File: src/rtl/avgpool_div_arbiter_pkg.sv
// Shared constants, types and the round-robin search for the pooling divide arbiter.
// Imported by the interface, the arbiter, the Divider and the top level.
package avgpool_div_arbiter_pkg;

   localparam int ARITH_FIXED        = 1;
   localparam int ARITH_FLOAT        = 0;
   localparam int DATA_WIDTH_DEFAULT = 32;

   localparam logic [31:0] FLOAT_QUARTER = 32'h3E800000;

   // Arbiter search is sized for the largest supported lane count.
   localparam int RR_MAX   = 8;
   localparam int RR_IDX_W = 3;

   typedef struct packed {
      logic                hit;
      logic [RR_IDX_W-1:0] idx;
   } rr_grant_t;

   // First requesting lane after `last`, wrapping modulo num_req.
   function automatic rr_grant_t rr_next_grant(input logic [RR_MAX-1:0]   valid,
                                               input logic [RR_IDX_W-1:0] last,
                                               input int                  num_req);
      rr_grant_t g;
      int        j;
      g = '0;
      for (int k = 1; k <= RR_MAX; k++) begin
         if (k <= num_req && !g.hit) begin
            j = (int'(last) + k) % num_req;
            if (valid[j[RR_IDX_W-1:0]]) begin
               g.hit = 1'b1;
               g.idx = j[RR_IDX_W-1:0];
            end
         end
      end
      return g;
   endfunction

endpackage

File: src/rtl/avgpool_div_arbiter_if.sv
// Lane request bus plus result bus of the shared pooling divider.
// master = lanes/downstream side, slave = the arbiter.
interface avgpool_div_arbiter_if
   import avgpool_div_arbiter_pkg::*;
#(
   parameter int NUM_REQ    = 4,
   parameter int DATA_WIDTH = DATA_WIDTH_DEFAULT,
   parameter int ID_WIDTH   = 2
);
   logic [NUM_REQ-1:0]            req_valid;
   logic [NUM_REQ*DATA_WIDTH-1:0] req_data;
   logic [NUM_REQ-1:0]            req_ready;
   logic                          out_valid;
   logic                          out_ready;
   logic [DATA_WIDTH-1:0]         out_data;
   logic [ID_WIDTH-1:0]           out_id;
   logic [15:0]                   done_count;

   modport master (
      output req_valid, req_data, out_ready,
      input  req_ready, out_valid, out_data, out_id, done_count
   );

   modport slave (
      input  req_valid, req_data, out_ready,
      output req_ready, out_valid, out_data, out_id, done_count
   );
endinterface

File: src/rtl/Divider.sv
// Divide-by-4 scaler: arithmetic shift for fixed point, multiply by 0.25 for IEEE-754 single.
// Purely combinational; the surrounding pipeline provides the registers.
module Divider
   import avgpool_div_arbiter_pkg::*;
#(
   parameter int ARITH_TYPE = ARITH_FIXED,
   parameter int DATA_WIDTH = DATA_WIDTH_DEFAULT
) (
   input  logic [DATA_WIDTH-1:0] operand,
   output logic [DATA_WIDTH-1:0] result
);

   generate
      if (ARITH_TYPE == ARITH_FIXED) begin : g_fixed
         logic signed [DATA_WIDTH-1:0] op_s;
         assign op_s   = operand;
         assign result = op_s >>> 2;
      end else begin : g_float
         // 0.25 is an exact power of two: normals only lose exponent, subnormal results need RNE.
         localparam logic [7:0] Q_DEC = 8'd127 - FLOAT_QUARTER[30:23];

         logic        sign;
         logic [7:0]  exp_in;
         logic [23:0] mant;
         logic [23:0] kept;
         logic        guard;
         logic        sticky;
         logic        round_up;
         logic [30:0] mag;

         always_comb begin
            sign     = operand[31];
            exp_in   = operand[30:23];
            mant     = {exp_in != 8'd0, operand[22:0]};
            kept     = '0;
            guard    = 1'b0;
            sticky   = 1'b0;
            round_up = 1'b0;
            mag      = operand[30:0];
            if (exp_in == 8'hFF) begin
               mag = operand[30:0];
            end else if (exp_in > Q_DEC) begin
               mag = {exp_in - Q_DEC, operand[22:0]};
            end else begin
               // Result lands in the subnormal range; a carry out of rounding becomes the min normal.
               if (exp_in == 8'd2) begin
                  kept   = mant >> 1;
                  guard  = mant[0];
                  sticky = 1'b0;
               end else begin
                  kept   = mant >> 2;
                  guard  = mant[1];
                  sticky = mant[0];
               end
               round_up = guard & (sticky | kept[0]);
               mag      = 31'(kept) + 31'(round_up);
            end
         end

         assign result = DATA_WIDTH'({sign, mag});
      end
   endgenerate

endmodule

File: src/rtl/rr_arbiter.sv
// Round-robin lane arbiter: pointer register plus next-grant search.
// Grants only when the downstream stage can load; pointer moves on accept only.
module rr_arbiter
   import avgpool_div_arbiter_pkg::*;
#(
   parameter int NUM_REQ  = 4,
   parameter int ID_WIDTH = 2
) (
   input  logic                clk,
   input  logic                reset,
   input  logic [NUM_REQ-1:0]  req_valid,
   input  logic                load_ok,
   output logic [NUM_REQ-1:0]  grant,
   output logic [ID_WIDTH-1:0] grant_id,
   output logic                accept
);

   logic [RR_IDX_W-1:0] last;
   rr_grant_t           pick;

   always_comb begin
      pick     = rr_next_grant(RR_MAX'(req_valid), last, NUM_REQ);
      grant    = '0;
      accept   = 1'b0;
      grant_id = ID_WIDTH'(pick.idx);
      if (pick.hit && load_ok && !reset) begin
         grant[pick.idx] = 1'b1;
         accept          = 1'b1;
      end
   end

   always_ff @(posedge clk or posedge reset) begin
      if (reset) begin
         last <= RR_IDX_W'(NUM_REQ - 1);
      end else if (accept) begin
         last <= pick.idx;
      end
   end

endmodule

File: src/rtl/avgpool_div_arbiter.sv
// Shares one divide-by-4 scaler among NUM_REQ pooling lanes: round-robin accept,
// two registered stages around Divider, result tagged with the issuing lane ID.
module avgpool_div_arbiter
   import avgpool_div_arbiter_pkg::*;
#(
   parameter int ARITH_TYPE = ARITH_FIXED,
   parameter int DATA_WIDTH = DATA_WIDTH_DEFAULT,
   parameter int NUM_REQ    = 4,
   parameter int ID_WIDTH   = 2
) (
   input  logic                  clk,
   input  logic                  reset,
   avgpool_div_arbiter_if.slave  bus
);

   logic [NUM_REQ-1:0]           grant_p0;
   logic [ID_WIDTH-1:0]          id_p0;
   logic                         accept_p0;
   logic signed [DATA_WIDTH-1:0] data_p0;

   logic                         vld_p1;
   logic [ID_WIDTH-1:0]          id_p1;
   logic signed [DATA_WIDTH-1:0] data_p1;
   logic [DATA_WIDTH-1:0]        quot_p1;

   logic                         vld_p2;
   logic [ID_WIDTH-1:0]          id_p2;
   logic signed [DATA_WIDTH-1:0] data_p2;

   logic                         ld_p1;
   logic                         ld_p2;
   logic [15:0]                  done_count;

   // A full output stage frees up in the same cycle the consumer takes it.
   assign ld_p2 = !vld_p2 || bus.out_ready;
   assign ld_p1 = !vld_p1 || ld_p2;

   rr_arbiter #(
      .NUM_REQ  (NUM_REQ),
      .ID_WIDTH (ID_WIDTH)
   ) u_arb (
      .clk       (clk),
      .reset     (reset),
      .req_valid (bus.req_valid),
      .load_ok   (ld_p1),
      .grant     (grant_p0),
      .grant_id  (id_p0),
      .accept    (accept_p0)
   );

   assign bus.req_ready = grant_p0;
   assign data_p0       = bus.req_data[int'(id_p0) * DATA_WIDTH +: DATA_WIDTH];

   // ---- p0 -> p1 : accepted operand
   always_ff @(posedge clk or posedge reset) begin
      if (reset) begin
         vld_p1 <= 1'b0;
      end else if (ld_p1) begin
         vld_p1 <= accept_p0;
      end
   end

   always_ff @(posedge clk) begin
      if (ld_p1 && accept_p0) begin
         data_p1 <= data_p0;
         id_p1   <= id_p0;
      end
   end

   Divider #(
      .ARITH_TYPE (ARITH_TYPE),
      .DATA_WIDTH (DATA_WIDTH)
   ) u_div (
      .operand (data_p1),
      .result  (quot_p1)
   );

   // ---- p1 -> p2 : divided result, held while the consumer stalls
   always_ff @(posedge clk or posedge reset) begin
      if (reset) begin
         vld_p2     <= 1'b0;
         data_p2    <= '0;
         id_p2      <= '0;
         done_count <= '0;
      end else begin
         if (ld_p2) begin
            vld_p2 <= vld_p1;
            if (vld_p1) begin
               data_p2 <= quot_p1;
               id_p2   <= id_p1;
            end
         end
         if (vld_p2 && bus.out_ready) begin
            done_count <= done_count + 16'd1;
         end
      end
   end

   assign bus.out_valid  = vld_p2;
   assign bus.out_data   = data_p2;
   assign bus.out_id     = id_p2;
   assign bus.done_count = done_count;

endmodule

File: src/flat_wrapper.sv
// flat-port wrapper written by rule: the top's interface ports become plain ports
module avgpool_div_arbiter_flat import avgpool_div_arbiter_pkg::*;
#(
   parameter int ARITH_TYPE = ARITH_FIXED,
   parameter int DATA_WIDTH = DATA_WIDTH_DEFAULT,
   parameter int NUM_REQ    = 4,
   parameter int ID_WIDTH   = 2
)
  (clk, reset, bus_req_valid, bus_req_data, bus_out_ready, bus_req_ready, bus_out_valid, bus_out_data, bus_out_id, bus_done_count);
  avgpool_div_arbiter_if #(.NUM_REQ(NUM_REQ), .DATA_WIDTH(DATA_WIDTH), .ID_WIDTH(ID_WIDTH)) bus_i ();
  input  logic clk;
  input  logic reset;
  input wire logic [$bits(bus_i.req_valid)-1:0] bus_req_valid;
  input wire logic [$bits(bus_i.req_data)-1:0] bus_req_data;
  input wire logic [$bits(bus_i.out_ready)-1:0] bus_out_ready;
  output wire logic [$bits(bus_i.req_ready)-1:0] bus_req_ready;
  output wire logic [$bits(bus_i.out_valid)-1:0] bus_out_valid;
  output wire logic [$bits(bus_i.out_data)-1:0] bus_out_data;
  output wire logic [$bits(bus_i.out_id)-1:0] bus_out_id;
  output wire logic [$bits(bus_i.done_count)-1:0] bus_done_count;
  assign bus_i.req_valid = bus_req_valid;
  assign bus_i.req_data = bus_req_data;
  assign bus_i.out_ready = bus_out_ready;
  assign bus_req_ready = bus_i.req_ready;
  assign bus_out_valid = bus_i.out_valid;
  assign bus_out_data = bus_i.out_data;
  assign bus_out_id = bus_i.out_id;
  assign bus_done_count = bus_i.done_count;
  avgpool_div_arbiter #(.ARITH_TYPE(ARITH_TYPE), .DATA_WIDTH(DATA_WIDTH), .NUM_REQ(NUM_REQ), .ID_WIDTH(ID_WIDTH)) u_core (.clk(clk), .reset(reset), .bus(bus_i));
endmodule
File: config.mk
export PLATFORM = sky130hd
export DESIGN_NAME = avgpool_div_arbiter_flat
export DESIGN_NICKNAME = d
export VERILOG_FILES = /design/src/rtl/avgpool_div_arbiter_pkg.sv /design/src/rtl/avgpool_div_arbiter_if.sv /design/src/rtl/Divider.sv /design/src/rtl/rr_arbiter.sv /design/src/rtl/avgpool_div_arbiter.sv /design/src/flat_wrapper.sv
export SDC_FILE = /design/constraint.sdc
export NUM_CORES = 1
export LEC_CHECK = 0
export CAP_MARGIN = 20
export CELL_PAD_IN_SITES_DETAIL_PLACEMENT = 0
export CELL_PAD_IN_SITES_GLOBAL_PLACEMENT = 1
export CORE_AREA = 2 2 159 99
export CTS_BUF_LIST = sky130_fd_sc_hd__clkbuf_2
export CTS_CLUSTER_SIZE = 10
export DETAILED_ROUTE_END_ITERATION = 8
export DIE_AREA = 0 0 161 101
export PLACE_DENSITY_LB_ADDON = 0.1
export SYNTH_ARGS = -nofsm -noshare
export SYNTH_HDL_FRONTEND = slang
export SYNTH_SLANG_ARGS = --single-unit
File: constraint.sdc
create_clock -name clk -period 2.27 [get_ports clk]
set_clock_uncertainty 0.2 [all_clocks]
set_input_delay 0.681 -clock clk [delete_from_list [all_inputs] [get_ports clk]]
set_output_delay 0.681 -clock clk [all_outputs]
set_load 0.01 [all_outputs]
==> impl_summary.txt, run 1 <==
----------------------------------------------------
[Synth]
  Number of register bits inferred by synthesis ... 84
  Average footprint of a synthesized cell ... 11.3 um2
  Most repeated cell in the gate-level netlist after synthesis ... sky130_fd_sc_hd__a32oi_1
  Post-synthesis instance area ... 4350 um2
  Top cell types by occurrence after synthesis ... 60 x sky130_fd_sc_hd__a32oi_1, 58 x sky130_fd_sc_hd__o21ai_0, 50 x sky130_fd_sc_hd__dfrtp_1
  Net count after synthesis ... 519
  Cells after Synth ... 383
  Yosys warning total ... 0
  Part of the Yosys area used for sequential elements ... 52.1%
  Cell type with the largest total area after synthesis ... sky130_fd_sc_hd__dfrtp_1
  Yosys top cell area share ... 28.8%
  Number of distinct library cell variants in the gate-level netlist after synthesis ... 39
  Leading post-synthesis cells by cell area ... sky130_fd_sc_hd__dfrtp_1 29%, sky130_fd_sc_hd__edfxtp_1 22%, sky130_fd_sc_hd__a32oi_1 12%
  Most used flip-flop cell after synthesis ... sky130_fd_sc_hd__dfrtp_1
  Fraction of registers with async set/reset ... 61.9%
  EDFF count, synth ... 32

[Floorplan]
  Initial core utilization ... 29.2%
  Row Count ... 35
  Horizontal extent of the die ... 161 um
  Total die area ... 16300 um2
  Area of the core ... 14900 um2
  Top-Level Pins ... 190
  Die Span Y ... 101 um

[Cells and area]
  Proportion of layout cells with a drive suffix above 1 ... 25.1%
  # diodes ... 0
  Area used by sequential logic in the layout ... 2260 um2
  Footprint of the multi-input gates ... 1980 um2
  Net total in the final layout ... 733
  Utilization of the core after routing ... 47.6%
  Total of fill cells in the finished design ... 1395
  P&R area growth vs syn ... 63.0%

[Clock network]
  Maximum buffer depth of the clock tree ... 2
  Clock slew seen by the registers of the worst setup and hold paths ... 0.23 ns
  Source-to-sink clock delay at the later pin of the worst-skew pair ... 0.54 ns
  Number of buffers added by the clock tree synthesis step ... 9
  CTS tree ... done
  Clock root buffer ... sky130_fd_sc_hd__clkbuf_2
  TritonCTS sink count ... 84
  Maximum level of the CTS H-tree ... 3

[Placement]
  Count of buffers from port buffering ... 181
  Detailed Place HPWL ... 10.3 mm
  RePlAce Congestion ... 0.806

[Worst hold path]
  Class of the tightest hold or removal check ... register to register

[Run status]
  Status ... finished with violations
  Failing checks ... setup timing

[Route]
  Post-DR vias/cell ... 5.13
  Vias ... 4129
  Detailed-routing iteration count for the pre-antenna-repair pass ... 4
  Final WL ... 15.2 mm
  Iteration-0 DRC count of the detailed router ... 229
  Residual DRC count ... 0
  Routed len/inst ... 18.9 um
  Post-route antenna net violation count ... 0

[Power and ir drop]
  IR drop worst, VDD ... 501 uV
  Power density relative to cell area ... 961 nW/um2
  Total leakage power ... 2.86 nW
  Design Power ... 6.81 mW

[STA]
  Hold Violations, Final ... 0
  Max-slew headroom at the worst pin ... 70.8%
  Minimum period implied by the final worst setup slack ... 2.97 ns
  Setup repair after global routing missed its margin ... yes
  Fin Setup TNS ... -2.79 ns
  Setup WS post-layout ... -0.704 ns
  Slew Limit Fails ... 0
  Period utilisation layout ... 131%
  Maximum clock frequency ... 0.336 GHz
  Slew at the pin with the worst max-slew slack ... 0.437 ns
  Final number of setup-violating endpoints ... 4

[Global route]
  Via count of the first global-routing pass ... 4146
  Largest net degree at the start of global routing ... 61
  Global-route wire length before repair ... 22.7 mm
  Sum of overflow across all layers after global routing ... 0
  Combined global-route utilization of all metal layers ... 18.1%
  Number of antenna violations at the first check in global routing ... 0

[Setup path]
  Critical path start-end classification ... register to primary output
  Peak fanout along the critical path ... 4
  Minimum setup slack among reg-to-reg paths ... 0.04 ns
  Endpoint required time on the critical path ... 1.39 ns
  CP Data Arrival Time ... 2.09 ns
  Kind of start point of the critical path ... register
  CP endpoint kind ... primary output

[Flow run]
  Maximum capacitance violations ... 0

----------------------------------------------------
-- cell type report --
cell class,count,area share (%)
clock buffer,10,0.707
clock inverter,6,1.24
inverter,4,0.300
multi-input combinational,254,28.0
sequential,84,32.0
tap,203,3.59
timing repair buffer,244,34.2
-- power by group --
part	leakage, nW	internal, mW	switching, mW
clock	0.0824	0.370	0.527
combinational	1.84	1.71	1.85
sequential	0.933	2.15	0.205
total	2.86	4.23	2.58
-- metal layers --
layer / up-vias / wire length, um / GRT usage [%]
li1: 1918 / - / -
met1: 2035 / 7240 / 24.9
met2: 161 / 6540 / 27.2
met3: 15 / 1300 / 6.62
met4: 0 / 164 / 4.26
met5: - / 0 / 0
-- stage by stage --
stage / area, um2 / cells / hold slack, ns / setup WS (ns)
after floorplan: 4410 / 383 / 0.255 / -0.102
after global placement: 6680 / 761 / 0.257 / -1.26
after detailed placement: 6680 / 761 / 0.264 / -1.29
after CTS: 6920 / 798 / 0.305 / -0.783
after global routing: 7080 / 805 / 0.284 / -0.860
final: 7080 / 805 / 0.298 / -0.704
-- worst max-delay path, cell delays in order, from the launching register on --
cell	delay, ns
sky130_fd_sc_hd__dfstp_2	0.64
sky130_fd_sc_hd__buf_4	0.15
sky130_fd_sc_hd__and3b_2	0.22
sky130_fd_sc_hd__nor2_4	0.05
sky130_fd_sc_hd__nand2_4	0.11
sky130_fd_sc_hd__inv_2	0.08
sky130_fd_sc_hd__nor3_4	0.17
sky130_fd_sc_hd__buf_2	0.15
-- repair_timing --
item	CTS	global route
setup endpoints to repair	104	34
endpoints found under the hold margin	0	0
buffers inserted	21	5
hold buffers	0	0
gates resized for setup	85	26
cloned	0	2
pin swaps	0	5
-- worst paths after layout --
check	startpoint	end	cells past startpoint
setup / recovery	u_core.u_arb.last[1]$_DFFE_PP1P_	bus_req_ready[1]	7
hold / removal	u_core.data_p1[22]$_DFFE_PP_	u_core.bus.out_data[20]$_DFFE_PP0P_	1
setup reg to reg	u_core.u_arb.last[1]$_DFFE_PP1P_	u_core.data_p1[5]$_DFFE_PP_	7
hold reg to reg	u_core.data_p1[22]$_DFFE_PP_	u_core.bus.out_data[20]$_DFFE_PP0P_	1
max in group asynchronous	reset	u_core.u_arb.last[0]$_DFFE_PP1P_	4
min in group asynchronous	reset	u_core.bus.out_data[29]$_DFFE_PP0P_	3
-- cells in the final DEF, fill, tap and decap left out, drive strengths merged, types with 9 or more instances in the layout --
cell	instances
buf	68
clkbuf	12
clkdlybuf4s50	123
mux2	35
edfxtp	32
xnor2	9
dfrtp	50
dlygate4sd2	37
clkdlybuf4s15	12
o21ai	60
nand2	12
nand3	35
a32oi	60
-- logic make-up after synthesis --
logic type | after synthesis | share of synthesized area (%)
AO/OA/AOI/OAI | 128 | 20.4
flip-flops | 84 | 52.1
AND/OR/NAND/NOR | 74 | 9.21
buffers and inverters | 45 | 5.61
multiplexers | 36 | 9.30
XOR/XNOR | 15 | 3.02
adder cells (fa/ha/maj) | 1 | 0.288
-- registers in the layout, summed over array words and instances (netlist names) --
| register | flops |
|---|---|
| u_core.bus.out_data | 30 |
| u_core.data_p1 | 30 |
| u_core.bus.done_count | 16 |
| u_core.bus.out_id | 2 |
| u_core.id_p1 | 2 |
| u_core.u_arb.last | 2 |
| u_core.bus.out_valid | 1 |
| u_core.vld_p1 | 1 |
Power figures use the tool's default switching activity.
==> inputs of run 2 (changes only) <==
--- a/config.mk
+++ b/config.mk
@@ -8,11 +8,11 @@
 export CAP_MARGIN = 20
 export CELL_PAD_IN_SITES_DETAIL_PLACEMENT = 0
 export CELL_PAD_IN_SITES_GLOBAL_PLACEMENT = 1
-export CORE_AREA = 2 2 159 99
+export CORE_AREA = 2 2 142 110
 export CTS_BUF_LIST = sky130_fd_sc_hd__clkbuf_2
 export CTS_CLUSTER_SIZE = 10
 export DETAILED_ROUTE_END_ITERATION = 8
-export DIE_AREA = 0 0 161 101
+export DIE_AREA = 0 0 144 112
 export PLACE_DENSITY_LB_ADDON = 0.1
 export SYNTH_ARGS = -nofsm -noshare
 export SYNTH_HDL_FRONTEND = slang
==> impl_summary.txt, run 2 (synthesized netlist as in run 1, its figures left out) <==
----------------------------------------------------
[Run status]
  Status ... finished with violations
  Failing checks ... setup timing

[STA]
  Slew at the pin with the worst max-slew slack ... 0.462 ns (+0.0241 ns)
  Maximum clock frequency ... 0.334 GHz (-0.75%)
  Post-route worst hold slack ... 0.253 ns (-0.0452 ns)
  Period utilisation layout ... 132% (+0.99 points)
  Minimum period implied by the final worst setup slack ... 3.00 ns (+0.0226 ns)
  Setup WS post-layout ... -0.727 ns (-0.0226 ns)
  Setup repair after global routing missed its margin ... yes
  Max-slew headroom at the worst pin ... 69.2% (-1.6 points)
  Fin Setup TNS ... -2.86 ns (-0.0708 ns)
  Hold Violations, Final ... 0 (unchanged)
  Final number of setup-violating endpoints ... 4 (unchanged)
  Slew Limit Fails ... 0 (unchanged)

[Setup path]
  Kind of start point of the critical path ... register
  Crit path buffers/inverters ... 3 (unchanged)
  Kind of cell adding the most delay to the critical path ... flip-flops
  Critical path start-end classification ... register to primary output
  Number of cells on the critical path ... 7 (unchanged)
  Endpoint required time on the critical path ... 1.39 ns (about the same)
  Critical Path Max Stage Delay ... 0.60 ns (-0.04 ns)
  CP endpoint kind ... primary output
  CP Data Arrival Time ... 2.12 ns (+0.03 ns)
  Crit-path slowest cell ... sky130_fd_sc_hd__dfstp_2
  Minimum setup slack among reg-to-reg paths ... 0.03 ns (about the same)
  Cell depth of the worst flop-to-flop path ... 9 (+2)
  Peak fanout along the critical path ... 4 (unchanged)
  Crit-path cells ... buf_6 -> mux2i_4 -> a2bb2oi_4 -> and2_4 -> inv_4 -> nor3_4 -> buf_2

[Floorplan]
  Area of the core ... 14800 um2 (-0.70%)
  Initial core utilization ... 29.4% (+0.20 points)
  Horizontal extent of the die ... 144 um (-11%)
  Top-Level Pins ... 190 (unchanged)
  Die Span Y ... 112 um (+11%)
  Row Count ... 39 (+11%)
  Total die area ... 16100 um2 (-0.82%)

[Placement]
  Post-placement worst setup slack ... -1.23 ns (+0.0557 ns)
  RePlAce Congestion ... 0.755 (-6.3%)
  Count of placed standard cells including taps ... 758 (-0.39%)
  Area post-placement ... 6620 um2 (-0.96%)
  Detailed Place HPWL ... 9.36 mm (-9.1%)
  Count of buffers from port buffering ... 181 (unchanged)

[Global route]
  Sum of overflow across all layers after global routing ... 0 (unchanged)
  Via count of the first global-routing pass ... 4080 (-1.6%)
  Largest net degree at the start of global routing ... 61 (unchanged)
  Global-route wire length before repair ... 21.5 mm (-5.5%)
  Combined global-route utilization of all metal layers ... 17.2% (-0.88 points)
  Number of antenna violations at the first check in global routing ... 1 (+1)

[Power and ir drop]
  Total leakage power ... 2.80 nW (-1.9%)
  Design Power ... 6.70 mW (-1.6%)
  Power density relative to cell area ... 961 nW/um2 (about the same)
  IR drop worst, VDD ... 331 uV (-34%)

[Route]
  Post-route antenna net violation count ... 0 (unchanged)
  Post-DR vias/cell ... 5.08 (-1.0%)
  Residual DRC count ... 0 (unchanged)
  Final WL ... 14.1 mm (-7.5%)
  Routed len/inst ... 17.6 um (-6.9%)
  Detailed-routing iteration count for the pre-antenna-repair pass ... 4 (unchanged)
  Vias ... 4062 (-1.6%)
  Iteration-0 DRC count of the detailed router ... 250 (+9.2%)

[Worst hold path]
  Class of the tightest hold or removal check ... register to register
  Cell depth of the worst min-delay path ... 1 (unchanged)

[Clock network]
  CTS tree ... done
  Number of buffers added to fix hold violations after cts ... 0 (unchanged)
  Maximum level of the CTS H-tree ... 3 (unchanged)
  TritonCTS sink count ... 84 (unchanged)
  Clock root buffer ... sky130_fd_sc_hd__clkbuf_2
  Clock slew seen by the registers of the worst setup and hold paths ... 0.23 ns (about the same)
  Number of buffers added by the clock tree synthesis step ... 9 (unchanged)
  Source-to-sink clock delay at the later pin of the worst-skew pair ... 0.55 ns (about the same)
  Maximum buffer depth of the clock tree ... 2 (unchanged)

[Cells and area]
  Finished Cell Area ... 6970 um2 (-1.5%)
  Total of fill cells in the finished design ... 1388 (-0.50%)
  Commonest cells after routing, fill and taps aside ... 123 x sky130_fd_sc_hd__clkdlybuf4s50_1, 60 x sky130_fd_sc_hd__a32oi_1, 58 x sky130_fd_sc_hd__o21ai_0
  Proportion of layout cells with a drive suffix above 1 ... 23.1% (-2.0 points)
  Number of cells in the finished layout apart from fillers ... 800 (-0.62%)
  Most common cell after layout, fill and taps aside ... sky130_fd_sc_hd__clkdlybuf4s50_1
  Net total in the final layout ... 725 (-1.1%)
  Utilization of the core after routing ... 47.2% (-0.39 points)
  P&R area growth vs syn ... 60.5%

[Flow run]
  Maximum capacitance violations ... 0 (unchanged)

----------------------------------------------------
## run 2: worst reg2reg max path, delay by kind of cell, from the launching register on
family / cells / cell delay [ns]
buf+inv: 5 / 0.55
mux: 2 / 0.49
compound gates: 1 / 0.16
simple gates: 1 / 0.20
flops: 1 / 0.60
## run 2: cell type report
type | instances | area (um2) | share of cell area, %
Clock inverter | 6 | 103 | 1.47
Tap cell | 205 | 256 | 3.68
Sequential cell | 84 | 2260 | 32.5
Antenna cell | 1 | 2.50 | 0.0359
Inverter | 4 | 23.8 | 0.341
Timing Repair Buffer | 236 | 2300 | 33.0
Clock buffer | 10 | 50.0 | 0.718
Multi-Input combinational cell | 254 | 1970 | 28.3
## run 2: power by group
part           internal (mW)  switching (mW)  leakage (nW)  total, mW
logic                   1.63            1.76          1.78       3.38
registers               2.15           0.203         0.933       2.36
clock network          0.471           0.494        0.0910      0.965
## run 2: what timing repair did
item	in CTS	in global routing
cloned	0	1
setup endpoints to repair	85	25
buffers inserted	23	4
hold endpoints to repair	0	0
resized for setup	85	8
pin swaps	2	3
## run 2: final timing paths
path / start / end
setup / recovery: u_core.u_arb.last[1]$_DFFE_PP1P_ / bus_req_ready[0]
setup reg to reg: u_core.u_arb.last[1]$_DFFE_PP1P_ / u_core.u_arb.last[0]$_DFFE_PP1P_
hold / removal: u_core.data_p1[16]$_DFFE_PP_ / u_core.bus.out_data[14]$_DFFE_PP0P_
min in group asynchronous: reset / u_core.bus.out_id[1]$_DFFE_PP0P_
max in group asynchronous: reset / u_core.bus.out_data[17]$_DFFE_PP0P_
hold reg to reg: u_core.data_p1[16]$_DFFE_PP_ / u_core.bus.out_data[14]$_DFFE_PP0P_
## run 2: routing by layer
metal  part of all wire (%)  track usage [%]  wire length (um)  vias up
li1                       -                -                 -     1908
met1                     46             23.7              6490     1991
met2                     44             26.3              6270      152
met3                    8.6             5.81              1220       11
met4                   0.84             4.12               119        0
met5                      0                0                 0        -
